**src/rtl/bit_density_pkg.sv**
```systemverilog
// Shared types and helpers for the bit-density monitor family.
// Holds the FSM state type, default alarm thresholds and a saturating adder.
package bit_density_pkg;

    typedef enum logic {
        IDLE,
        ACCUM
    } state_e;

    localparam int DEF_THRESH_HI = 160;
    localparam int DEF_THRESH_LO = 96;

    // Saturating add clamped to 2^width-1; operands are passed zero-extended.
    function automatic logic [31:0] sat_add(input logic [31:0] a,
                                            input logic [31:0] b,
                                            input int unsigned width);
        logic [32:0] s;
        logic [31:0] max;
        max = (width >= 32) ? 32'hFFFF_FFFF : ((32'd1 << width) - 32'd1);
        s   = {1'b0, a} + {1'b0, b};
        return (s > {1'b0, max}) ? max : s[31:0];
    endfunction

endpackage

```
**src/rtl/density_hysteresis.sv**
```systemverilog
// Hysteretic threshold flag: sets at or above THRESH_HI, clears at or below
// THRESH_LO, holds in between. Only re-evaluated when update_i is high.
module density_hysteresis #(
    parameter int SUM_WIDTH = 8,
    parameter int THRESH_HI = 160,
    parameter int THRESH_LO = 96
) (
    input  logic                 clk_i,
    input  logic                 rst_i,
    input  logic                 update_i,
    input  logic [SUM_WIDTH-1:0] sum_i,
    output logic                 alarm_o
);

    localparam logic [31:0] HI = THRESH_HI;
    localparam logic [31:0] LO = THRESH_LO;

    logic alarm_q, alarm_d;

    // Next alarm value from the freshly published sum.
    always_comb begin
        alarm_d = alarm_q;
        if (update_i) begin
            if (32'(sum_i) >= HI)
                alarm_d = 1'b1;
            else if (32'(sum_i) <= LO)
                alarm_d = 1'b0;
        end
    end

    // Alarm register.
    always_ff @(posedge clk_i or posedge rst_i) begin
        if (rst_i) alarm_q <= 1'b0;
        else       alarm_q <= alarm_d;
    end

    assign alarm_o = alarm_q;

endmodule

```
**src/rtl/bit_density_monitor.sv**
```systemverilog
// Tumbling-window sum of popcount words with a hysteretic density alarm.
// Optional feature macro DENSITY_PEAK_EN adds a Peak output holding the
// largest window sum seen since reset or Clear.
module bit_density_monitor
    import bit_density_pkg::*;
#(
    parameter int COUNT_WIDTH = 4,
    parameter int WINDOW_LEN  = 16,
    parameter int SUM_WIDTH   = 8,
    parameter int THRESH_HI   = DEF_THRESH_HI,
    parameter int THRESH_LO   = DEF_THRESH_LO
) (
    input  logic                          CLK,
    input  logic                          RST,
    input  logic                          Clear,
    input  logic                          CountValid,
    input  logic [COUNT_WIDTH-1:0]        CountIn,
    output logic [SUM_WIDTH-1:0]          Sum,
    output logic                          SumValid,
    output logic                          Alarm,
    output logic [$clog2(WINDOW_LEN)-1:0] SampleIdx
`ifdef DENSITY_PEAK_EN
    ,
    output logic [SUM_WIDTH-1:0]          Peak
`endif
);

    localparam int              IDX_W    = $clog2(WINDOW_LEN);
    localparam logic [IDX_W-1:0] LAST_IDX = IDX_W'(WINDOW_LEN - 1);

    state_e               state_q, state_d;
    logic [SUM_WIDTH-1:0] acc_q, acc_d;
    logic [IDX_W-1:0]     idx_q, idx_d;
    logic [SUM_WIDTH-1:0] sum_q, sum_d;
    logic                 sum_valid_q, sum_valid_d;
    logic [SUM_WIDTH-1:0] acc_plus;

    // acc_q is zero in IDLE, so one adder serves both the open and add paths.
    assign acc_plus = SUM_WIDTH'(sat_add(32'(acc_q), 32'(CountIn), SUM_WIDTH));

    // Window FSM: open on first sample, accumulate, close on the last sample.
    always_comb begin
        state_d     = state_q;
        acc_d       = acc_q;
        idx_d       = idx_q;
        sum_d       = sum_q;
        sum_valid_d = 1'b0;
        if (Clear) begin
            // Abort drops the partial window and any coincident sample.
            state_d = IDLE;
            acc_d   = '0;
            idx_d   = '0;
        end else if (CountValid) begin
            case (state_q)
                IDLE: begin
                    state_d = ACCUM;
                    acc_d   = acc_plus;
                    idx_d   = IDX_W'(1);
                end
                ACCUM: begin
                    if (idx_q == LAST_IDX) begin
                        // Stay in ACCUM so the next cycle's sample opens a new window.
                        sum_d       = acc_plus;
                        sum_valid_d = 1'b1;
                        acc_d       = '0;
                        idx_d       = '0;
                    end else begin
                        acc_d = acc_plus;
                        idx_d = idx_q + IDX_W'(1);
                    end
                end
                default: state_d = IDLE;
            endcase
        end
    end

    // Window state registers.
    always_ff @(posedge CLK or posedge RST) begin
        if (RST) begin
            state_q     <= IDLE;
            acc_q       <= '0;
            idx_q       <= '0;
            sum_q       <= '0;
            sum_valid_q <= 1'b0;
        end else begin
            state_q     <= state_d;
            acc_q       <= acc_d;
            idx_q       <= idx_d;
            sum_q       <= sum_d;
            sum_valid_q <= sum_valid_d;
        end
    end

    density_hysteresis #(
        .SUM_WIDTH (SUM_WIDTH),
        .THRESH_HI (THRESH_HI),
        .THRESH_LO (THRESH_LO)
    ) u_hyst (
        .clk_i    (CLK),
        .rst_i    (RST),
        .update_i (sum_valid_d),
        .sum_i    (sum_d),
        .alarm_o  (Alarm)
    );

`ifdef DENSITY_PEAK_EN
    logic [SUM_WIDTH-1:0] peak_q, peak_d;

    // Running maximum of completed window sums; Clear restarts it.
    always_comb begin
        peak_d = peak_q;
        if (Clear)
            peak_d = '0;
        else if (sum_valid_d && (sum_d > peak_q))
            peak_d = sum_d;
    end

    // Peak register.
    always_ff @(posedge CLK or posedge RST) begin
        if (RST) peak_q <= '0;
        else     peak_q <= peak_d;
    end

    assign Peak = peak_q;
`endif

    assign Sum       = sum_q;
    assign SumValid  = sum_valid_q;
    assign SampleIdx = idx_q;

endmodule

```
**config.mk**
```make
export PLATFORM = sky130hd
export DESIGN_NAME = bit_density_monitor
export DESIGN_NICKNAME = d
export VERILOG_FILES = /design/src/rtl/bit_density_pkg.sv /design/src/rtl/density_hysteresis.sv /design/src/rtl/bit_density_monitor.sv
export SDC_FILE = /design/constraint.sdc
export NUM_CORES = 1
export LEC_CHECK = 0
export BUFFER_PORTS_ARGS = -buffer_cell sky130_fd_sc_hd__buf_4
export CAP_MARGIN = 20
export CORE_ASPECT_RATIO = 1.2
export CORE_MARGIN = 2
export CORE_UTILIZATION = 49
export DETAILED_ROUTE_END_ITERATION = 16
export PLACE_DENSITY = 0.84
export RECOVER_POWER = 100
export SETUP_SLACK_MARGIN = 0.05
export SLEW_MARGIN = 10
export SYNTH_ARGS = -nofsm -noshare
export SYNTH_HDL_FRONTEND = slang
export SYNTH_SLANG_ARGS = --single-unit
```
**constraint.sdc**
```tcl
create_clock -name CLK -period 2.22 [get_ports CLK]
set_input_delay 0.222 -clock CLK [delete_from_list [all_inputs] [get_ports CLK]]
set_output_delay 0.222 -clock CLK [all_outputs]
set_load 0.05 [all_outputs]
```
; ---- Yosys cells after proc, flatten, opt, wreduce, memory -nomap -nowiden
; Index checks and enable logic that the tools add are counted.
[op_classes]
addsub = 2
magnitude_cmp = 3
n_eq_ne = 1
mux = 21
n_bitwise = 1
reduce_logical = 3
[op_table]
columns = operator, count
row1 = $mux 8, 8
row2 = $pmux 8 s2, 1
row3 = $mux 4, 3
row4 = $add 8x4->9, 1
row5 = $gt 9x8->1 const B, 1
row6 = $ge 8x8->1 const B, 1
row7 = $le 8x7->1 const B, 1
row8 = $mux 1, 8
row9 = $pmux 4 s2, 1
row10 = $add 4x1->4 const B, 1
row11 = $eq 4x4->1 const B, 1
row12 = $reduce_bool 2->1, 2
row13 = $reduce_and 2->1, 1
row14 = $not 1->1, 1
[word_totals]
register_bits = 23
in_bits = 8
out_inout_bits = 14
word_cells = 37

; ---- Logic depth before layout (Yosys ltp)
; Gate-level depths: netlist of the first run.
[depth]
depth_word = 10
ltp_mapped = 9
depth_no_buf = 8

; ---- Cells and area by module
; A second synthesis of the first run with hierarchy kept.
[hier_totals]
hier_cells = 136
hier_area_um2 = 1302.5
[modules_own_cells]
columns = module, n_inst, cells_per_inst, area_each_um2, seq_area_each_um2
row1 = bit_density_monitor, 1, 127, 1222.4, 550.5
row2 = density_hysteresis, 1, 9, 80.1, 25.0

; ---- Worst setup path after synthesis of the first run
; Ideal clock, no wire load.
[synth_path]
path_type = register -> register
startpoint = reg acc_q[0]
endpoint = reg u_hyst.alarm_q, in the netlist u_hyst.alarm_o
setup_ns = 0.126
arrival_ns = 1.967
t_required_ns = 2.094
slack_ns = 0.127
path_stages_with_launch = 8
n_path_buf = 0
synth_period_minus_slack_ns = 2.093
path_cell_list = dfrtp_1 ha_1 fa_1 a211o_1 nand3_1 a31oi_1 nor4b_2 o21ai_1
[synth_between]
elab_chain_len = 10
word_cells_on_any_way = 12
cone_classes = add/sub (1) / order compare (3) / mux (6) / reduce/logical (2)
[synth_lines]
columns = item, line
row1 = start: declaration, bit_density_monitor.sv:32  ; logic [SUM_WIDTH-1:0] acc_q, acc_d;
row2 = start signal: assignment, bit_density_monitor.sv:81  ; acc_q <= '0;
row3 = start signal: assignment, bit_density_monitor.sv:87  ; acc_q <= acc_d;
row4 = $add 8x4->9 (*), bit_density_pkg.sv:20  ; s = {1'b0, a} + {1'b0, b};
row5 = $gt 9x8->1, bit_density_pkg.sv:21  ; return (s > {1'b0, max}) ? max : s[31:0];
row6 = $mux 8 (*), bit_density_pkg.sv:21
row7 = $mux 8 (*), bit_density_monitor.sv:61  ; if (idx_q == LAST_IDX) begin
row8 = $mux 8 (*), bit_density_monitor.sv:54  ; case (state_q)
row9 = $mux 8 (*), bit_density_monitor.sv:53  ; end else if (CountValid) begin
row10 = $mux 8 (*), bit_density_monitor.sv:48  ; if (Clear) begin
row11 = via sum_d[3], bit_density_monitor.sv:34  ; logic [SUM_WIDTH-1:0] sum_q, sum_d;
row12 = $le 8x7->1 or $ge 8x8->1 (tied branches), "density_hysteresis.sv:26, density_hysteresis.sv:24"
row13 = $reduce_bool 2->1 (no line), --
row14 = $reduce_and 2->1 (no line), --
row15 = end signal: assignment, density_hysteresis.sv:34  ; else alarm_q <= alarm_d;
row16 = end: declaration, density_hysteresis.sv:18  ; logic alarm_q, alarm_d;
; Mark *: on every way through the listed nets, which the timed path passes. The rest lies on a longest branch.
; A chain may end at the register's enable or synchronous reset.

; ---- Final worst setup path of the first run
; Same ends and word-level chain as after synthesis.

==> impl_metrics.py, run 1 <==
metrics = {
    "final_layout": {
        "layout_commonest_cell": "dfrtp_1",
        "drive_gt1_share_pct": 19.2,
        "multi_input_area_sq_um": 719,
        "insertedDiodeCount": 0,
        "fin_nets": 171,
        "nFillCells": 237,
        "seq_area_sq_um": 576,
        "area_growth_pct": 17.0,
        "layout_common_cells": "dfrtp_1 (23), nand2_1 (15), clkbuf_1 (15), o21ai_0 (12), nor2_1 (11)",
    },
    "grt": {
        "grt_max_degree": 24,
        "top_usage_layer": "met2",
        "grtUsageMet1_pct": 26.8,
        "grt_pass1_vias": 1113,
        "grt_util_all_layers_pct": 21.3,
        "grt_pass1_wl_um": 4900,
        "antenna_found_initial": 0,
        "grt-ovfl-total": 0,
        "grtUsageMet2_pct": 37.7,
        "met3_usage_pct": 2.46,
    },
    "sta": {
        "min_period_ns": 2.10,
        "period_share_pct": 94.6,
        "setup_viol": 0,
        "slew_headroom_pct": 41.6,
        "hold_viol_final": 0,
        "timing.hold.ws_ns": 0.0742,
        "final_max_slew_viol_count": 0,
        "rsz0062_at_grt": "true",
        "clock_skew_ns": 0.00168,
        "tns_ns": 0,
        "fmaxAchievable_mhz": 476,
        "tightestPinTransition_ns": 0.875,
    },
    "critical_path": {
        "critPathMaxFanout": 5,
        "crit_path_start_kind": "flip-flop",
        "cp.arrival_ns": 2.31,
        "critical_path_class": "flip-flop to flip-flop",
        "crit_path_end_kind": "flip-flop",
        "crit_required_ns": 2.43,
        "r2r_slack_ns": 0.12,
    },
    "drt": {
        "drt_wl_total_um": 2890,
        "firstDrtPassIters": 4,
        "first_iter_violations": 29,
        "vias_per_cell": 5.85,
        "routed-via-count": 1105,
        "ant_nets": 0,
        "drc": 0,
        "wl_per_cell_um": 15.3,
    },
    "die": {
        "io-pin-count": 22,
        "dieHeight_um": 60.5,
        "die_w_um": 51.1,
        "initial_core_util_pct": 51.6,
        "core_sq_um": 2530,
        "num_rows": 20,
        "die_area_sq_um": 3090,
    },
    "logic_synthesis": {
        "synth_seq_area_share_pct": 44.1,
        "syn_area_per_cell_sq_um": 10.1,
        "synth_cell_type_count": 40,
        "netlist_instances": 129,
        "syn_nets": 143,
        "synth_edf_count": 0,
        "ys_ff_latch": 23,
        "yosys_warnings": 0,
        "syn_area_sq_um": 1300,
        "yosys_most_used_dff": "dfrtp_1",
        "postSynth.asyncResetShare_pct": 100,
    },
    "clock_tree": {
        "cts_made_buffers": 3,
        "clk_pin_slew_worst_paths_ns": 0.12,
        "numClockSinks": 23,
        "clockBufferDepth": 2,
        "cts_root_buffer": "clkbuf_4",
        "insertion_delay_ns": 0.31,
        "htreeDepth": 1,
        "cts_tree": "built",
    },
    "hold_path": {
        "min-delay-path-class": "primary input to flip-flop",
    },
    "pwr": {
        "swShare_pct": 30.8,
        "powerDensity_nw_per_um2": 541,
        "p_int_uw": 571,
        "pwr-share-seq_pct": 54.6,
        "combPwrFrac_pct": 21.5,
        "ir_worst_vdd_mv": 0.331,
        "power.total_uw": 825,
        "switchingPower_uw": 254,
        "p_leak_nw": 0.734,
        "pwr-share-clk_pct": 23.9,
    },
    "place": {
        "gp_congestion": 0.956,
        "io_buffers": 21,
        "hpwl_um": 2160,
    },
    "job": {
        "maxCapViolCount": 0,
    },
    "run_status": {
        "status": "completed",
    },
}
==> layout make-up <==
cell class              instances  area share [%]
clock buffers                   4            1.72
inverters                       4            1.80
multi-input cells             100            47.2
flip-flops and latches         23            37.7
well taps                      33            2.71
repair buffers                 25            8.86
==> metrics by stage <==
step           util [%]  area, sq um  instances  setup WS [ns]
6_report           60.3         1530        189          0.120
5_1_grt            60.3         1530        189       -0.00663
4_1_cts            61.6         1560        189         0.0593
3_5_place_dp       59.8         1510        184        -0.0192
3_3_place_gp       59.8         1510        184         0.0703
2_1_floorplan         -         1300        129          0.127
==> state kept, by name (all words and copies together) (netlist names) <==
signal          flops
SampleIdx           4
Sum                 8
SumValid            1
u_hyst.alarm_o      1
state_q             1
acc_q               8
==> worst max-delay path, stage by stage, from the launching register on <==
cell     delay (ns)
dfrtp_1        0.41
ha_1           0.21
fa_2           0.40
a211o_1        0.34
nand3_2        0.15
a31oi_1        0.14
nor4b_2        0.26
o21ai_1        0.09
==> power by group through the flow <==
stage	clock network (mW)	logic, mW	registers [mW]
2_1_floorplan	0	0.0976	0.480
3_3_place_gp	0	0.171	0.457
3_5_place_dp	0	0.176	0.458
4_1_cts	0.206	0.179	0.451
5_1_grt	0.222	0.196	0.453
6_report	0.197	0.177	0.450
==> cell families after synthesis <==
family / count (synthesis) / synth area share [%]
xor gates and xnor gates: 3 / 2.02
buffers and inverters: 6 / 3.26
and+or+nand+nor: 47 / 20.2
adders and majority gates: 6 / 6.33
DFF: 23 / 44.1
AOI/OAI and AO/OA: 44 / 24.0
==> Yosys cell counts (2+ instances only) <==
| master | count | area, sq um |
|---|---|---|
| and2_2 | 2 | 15.0 |
| dfrtp_1 | 23 | 576 |
| o21ai_1 | 2 | 10.0 |
| ha_1 | 5 | 62.6 |
| a2bb2oi_2 | 2 | 30.0 |
| a41oi_1 | 2 | 17.5 |
| a22o_1 | 3 | 26.3 |
| nand3_1 | 2 | 10.0 |
| nor2_1 | 11 | 41.3 |
| a31oi_1 | 3 | 18.8 |
| a21oi_1 | 6 | 30.0 |
| nor3_1 | 6 | 30.0 |
| o21a_1 | 2 | 15.0 |
| nand2_1 | 15 | 56.3 |
| inv_1 | 3 | 11.3 |
| and3_1 | 3 | 18.8 |
| xor2_1 | 2 | 17.5 |
| a21o_1 | 4 | 30.0 |
| o21ai_0 | 12 | 60.1 |
==> path summary, 6_finish.rpt <==
| check | depth (start not counted) | from | to |
|---|---|---|---|
| max in group asynchronous | 2 | RST | SampleIdx[2]$_DFFE_PP0P_ |
| min in group asynchronous | 2 | RST | Sum[5]$_DFF_PP0_ |
| worst max register to register | 7 | acc_q[0]$_DFFE_PP0P_ | u_hyst.alarm_o$_DFFE_PP0P_ |
| worst max-delay path | 7 | acc_q[0]$_DFFE_PP0P_ | u_hyst.alarm_o$_DFFE_PP0P_ |
| worst min-delay path | 2 | Clear | state_q$_DFFE_PP0P_ |
| worst min register to register | 2 | Sum[7]$_DFF_PP0_ | Sum[7]$_DFF_PP0_ |
==> metal layers <==
metal,wire length [um],part of all wire (%)
met5,0,0
met4,52,1.8
met3,120,4.2
met2,1500,52
met1,1220,42
==> timing repair <==
action	CTS	global route
pin swaps	2	2
hold buffers	0	0
buffers inserted	1	0
resized for setup	3	3
setup endpoints to repair	1	2
Note: power is estimated with default switching activity, not from simulation.
==> run 2, diff against run 1 <==
--- a/config.mk
+++ b/config.mk
@@ -5,14 +5,15 @@
 export SDC_FILE = /design/constraint.sdc
 export NUM_CORES = 1
 export LEC_CHECK = 0
+export ABC_AREA = 1
 export BUFFER_PORTS_ARGS = -buffer_cell sky130_fd_sc_hd__buf_4
-export CAP_MARGIN = 20
 export CORE_ASPECT_RATIO = 1.2
 export CORE_MARGIN = 2
 export CORE_UTILIZATION = 49
 export DETAILED_ROUTE_END_ITERATION = 16
 export PLACE_DENSITY = 0.84
 export RECOVER_POWER = 100
+export REMOVE_ABC_BUFFERS = 1
 export SETUP_SLACK_MARGIN = 0.05
 export SLEW_MARGIN = 10
 export SYNTH_ARGS = -nofsm -noshare
==> run 2 against run 1 <==
Effect of this change:
- clock power is essentially flat
- non-clock buffer count shrank 1
- routed wire length is 4.0% higher
- worst setup slack better by 0.068 ns
- critical endpoint unchanged
- highest routed layer unchanged
==> impl_metrics.py, run 2 <==
metrics = {
    "critical_path": {
        "critPathMaxFanout": 5,
        "crit_start": "acc_q[0]$_DFFE_PP0P_",
        "crit_path_start_kind": "flip-flop",
        "crit_required_ns": 2.48,
        "cp.arrival_ns": 2.29,
        "critical_path_class": "flip-flop to flip-flop",
        "crit_path_end_kind": "flip-flop",
        "worstReg2RegStart": "acc_q[0]$_DFFE_PP0P_",
    },
    "logic_synthesis": {
        "synthTopCellsByCount": "nand2_1 (48), dfrtp_1 (23), inv_1 (22)",
        "ys_ff_latch": 23,
        "netlist_instances": 164,
        "netlist.area_leader.share_pct": 43.6,
        "synth_edf_count": 0,
        "yosys_warnings": 0,
        "synth_cell_type_count": 29,
        "synth_seq_area_share_pct": 43.6,
        "yosys_most_used_dff": "dfrtp_1",
        "yosys.area.top_type": "dfrtp_1",
        "syn_area_sq_um": 1320,
        "yosysMostFrequentCell": "nand2_1",
        "syn_area_per_cell_sq_um": 8.06,
        "synth_area_leaders": "dfrtp_1 (44%), nand2_1 (14%), nand3_1 (6.4%), inv_1 (6.3%), ha_1 (4.7%)",
        "postSynth.asyncResetShare_pct": 100,
    },
    "sta": {
        "tns_ns": 0,
        "fmaxAchievable_mhz": 492,
        "slew_headroom_pct": 42.6,
        "rsz0062_at_grt": "false",
        "final_max_slew_viol_count": 0,
        "min_period_ns": 2.03,
        "clock_skew_ns": 0.00258,
        "period_share_pct": 91.5,
        "setup_viol": 0,
        "worst_slack_ns": 0.188,
        "timing.hold.ws_ns": 0.0748,
        "tightestPinTransition_ns": 0.860,
        "hold_viol_final": 0,
    },
    "drt": {
        "firstDrtPassIters": 4,
        "drc": 0,
        "vias_per_cell": 5.42,
        "drt_wl_total_um": 3010,
        "routed-via-count": 1213,
        "first_iter_violations": 31,
        "ant_nets": 0,
        "wl_per_cell_um": 13.4,
    },
    "clock_tree": {
        "numClockSinks": 23,
        "cts_root_buffer": "clkbuf_4",
        "htreeDepth": 1,
        "clockBufferDepth": 2,
        "cts_made_buffers": 3,
        "clk_pin_slew_worst_paths_ns": 0.13,
        "cts_tree": "built",
        "insertion_delay_ns": 0.31,
        "hold_buffers": 0,
    },
    "place": {
        "placed_area_sq_um": 1510,
        "dp_cells": 217,
        "hpwl_um": 2270,
        "io_buffers": 21,
        "pre_cts_slack_ns": 0.175,
        "gp_congestion": 0.949,
    },
    "die": {
        "dieHeight_um": 60.9,
        "io-pin-count": 22,
        "die_w_um": 51.4,
        "num_rows": 20,
        "die_area_sq_um": 3130,
        "core_sq_um": 2550,
        "initial_core_util_pct": 51.8,
    },
    "final_layout": {
        "stdcell_area_sq_um": 1500,
        "post-route-util_pct": 58.9,
        "drive_gt1_share_pct": 12.6,
        "insertedDiodeCount": 0,
        "layout_common_cells": "nand2_1 (49), dfrtp_1 (23), inv_1 (22), nand3_1 (18), clkbuf_1 (14)",
        "nFillCells": 249,
        "fin_nets": 206,
        "final_cells": 224,
        "layout_commonest_cell": "nand2_1",
        "area_growth_pct": 13.7,
    },
    "pwr": {
        "ir_worst_vdd_mv": 0.347,
        "power.total_uw": 835,
        "pwr-share-seq_pct": 54.3,
        "pwr-share-clk_pct": 23.5,
        "p_int_uw": 565,
        "powerDensity_nw_per_um2": 556,
        "p_leak_nw": 0.789,
        "swShare_pct": 32.4,
        "combPwrFrac_pct": 22.2,
        "switchingPower_uw": 271,
    },
    "hold_path": {
        "min-delay-path-class": "primary input to async pin",
    },
    "grt": {
        "grt-ovfl-total": 0,
        "grt_util_all_layers_pct": 21.4,
        "antenna_found_initial": 0,
        "grt_pass1_wl_um": 4950,
        "grt_pass1_vias": 1143,
        "grt_max_degree": 24,
    },
    "run_status": {
        "status": "completed",
    },
    "job": {
        "maxCapViolCount": 0,
    },
}
run 2: changes by cell type after synthesis, moves of 3 or more:
cell     change
nand2_1     +33
inv_1       +19
nand3_1     +15
a32o_1       +5
nor3_1       -5
a21o_1       -4
a21oi_1      -3
a22o_1       -3
a31oi_1      -3
and3_1       -3
o21ai_0      -3
run 2: kinds of logic (layout without fill, tap and decap cells):
family / after synthesis / in the layout / synth area share, %
simple gates: 87 / 88 / 30.7
buf+inv: 26 / 52 / 8.05
flops: 23 / 23 / 43.6
compound gates: 20 / 20 / 10.1
fa+ha+maj: 6 / 6 / 6.25
xor+xnor: 2 / 2 / 1.33
run 2: metal layers:
metal	track usage (%)	part of all wire [%]	vias to the layer above
li1	-	-	587
met1	26.0	41	581
met2	37.5	53	39
met3	2.96	4.4	6
met4	10.2	1.4	0
met5	0	0	-
run 2: repair_timing:
action,4_1_cts,5_1_grt
setup endpoints to repair,0,2
gates resized for setup,0,1
setup buffers,0,2
run 2: power by group through the flow:
stage,combinational (mW),sequential (mW),clock (mW)
finish,0.185,0.454,0.197
global route,0.206,0.456,0.220
CTS,0.187,0.454,0.201
detailed placement,0.186,0.462,0
global placement,0.181,0.461,0
floorplan,0.0996,0.490,0
run 2: cell type report:
type                            count  area (sq um)  area share, %
Clock buffer                        3          22.5           1.50
Clock inverter                      1          5.00          0.333
Inverter                           24          90.1           6.00
Multi-Input combinational cell    116           641           42.6
Sequential cell                    23           576           38.3
Tap cell                           33          41.3           2.75
Timing Repair Buffer               24           128           8.49
run 2: worst max-delay path: stages (launching register included):
cell	delay [ns]
dfrtp_1	0.41
ha_1	0.23
fa_2	0.37
nand3_1	0.13
nand2_2	0.12
buf_4	0.16
nand2_1	0.09
nand3_1	0.08
nand2_1	0.10
a21oi_1	0.05
nand2_1	0.06
nand2_1	0.05
nand2_1	0.05
nand2_1	0.04
nand2_1	0.05
run 2: path summary, 6_finish.rpt:
path | depth (start not counted) | to | slack, ns
max reg2reg | 14 | u_hyst.alarm_o$_DFFE_PP0P_ | 0.19
min in group CLK | 2 | state_q$_DFFE_PP0P_ | 0.10
max in group asynchronous | 2 | acc_q[4]$_DFFE_PP0P_ | 1.62
min | 2 | SumValid$_DFF_PP0_ | 0.07
max | 14 | u_hyst.alarm_o$_DFFE_PP0P_ | 0.19
min reg2reg | 2 | u_hyst.alarm_o$_DFFE_PP0P_ | 0.49
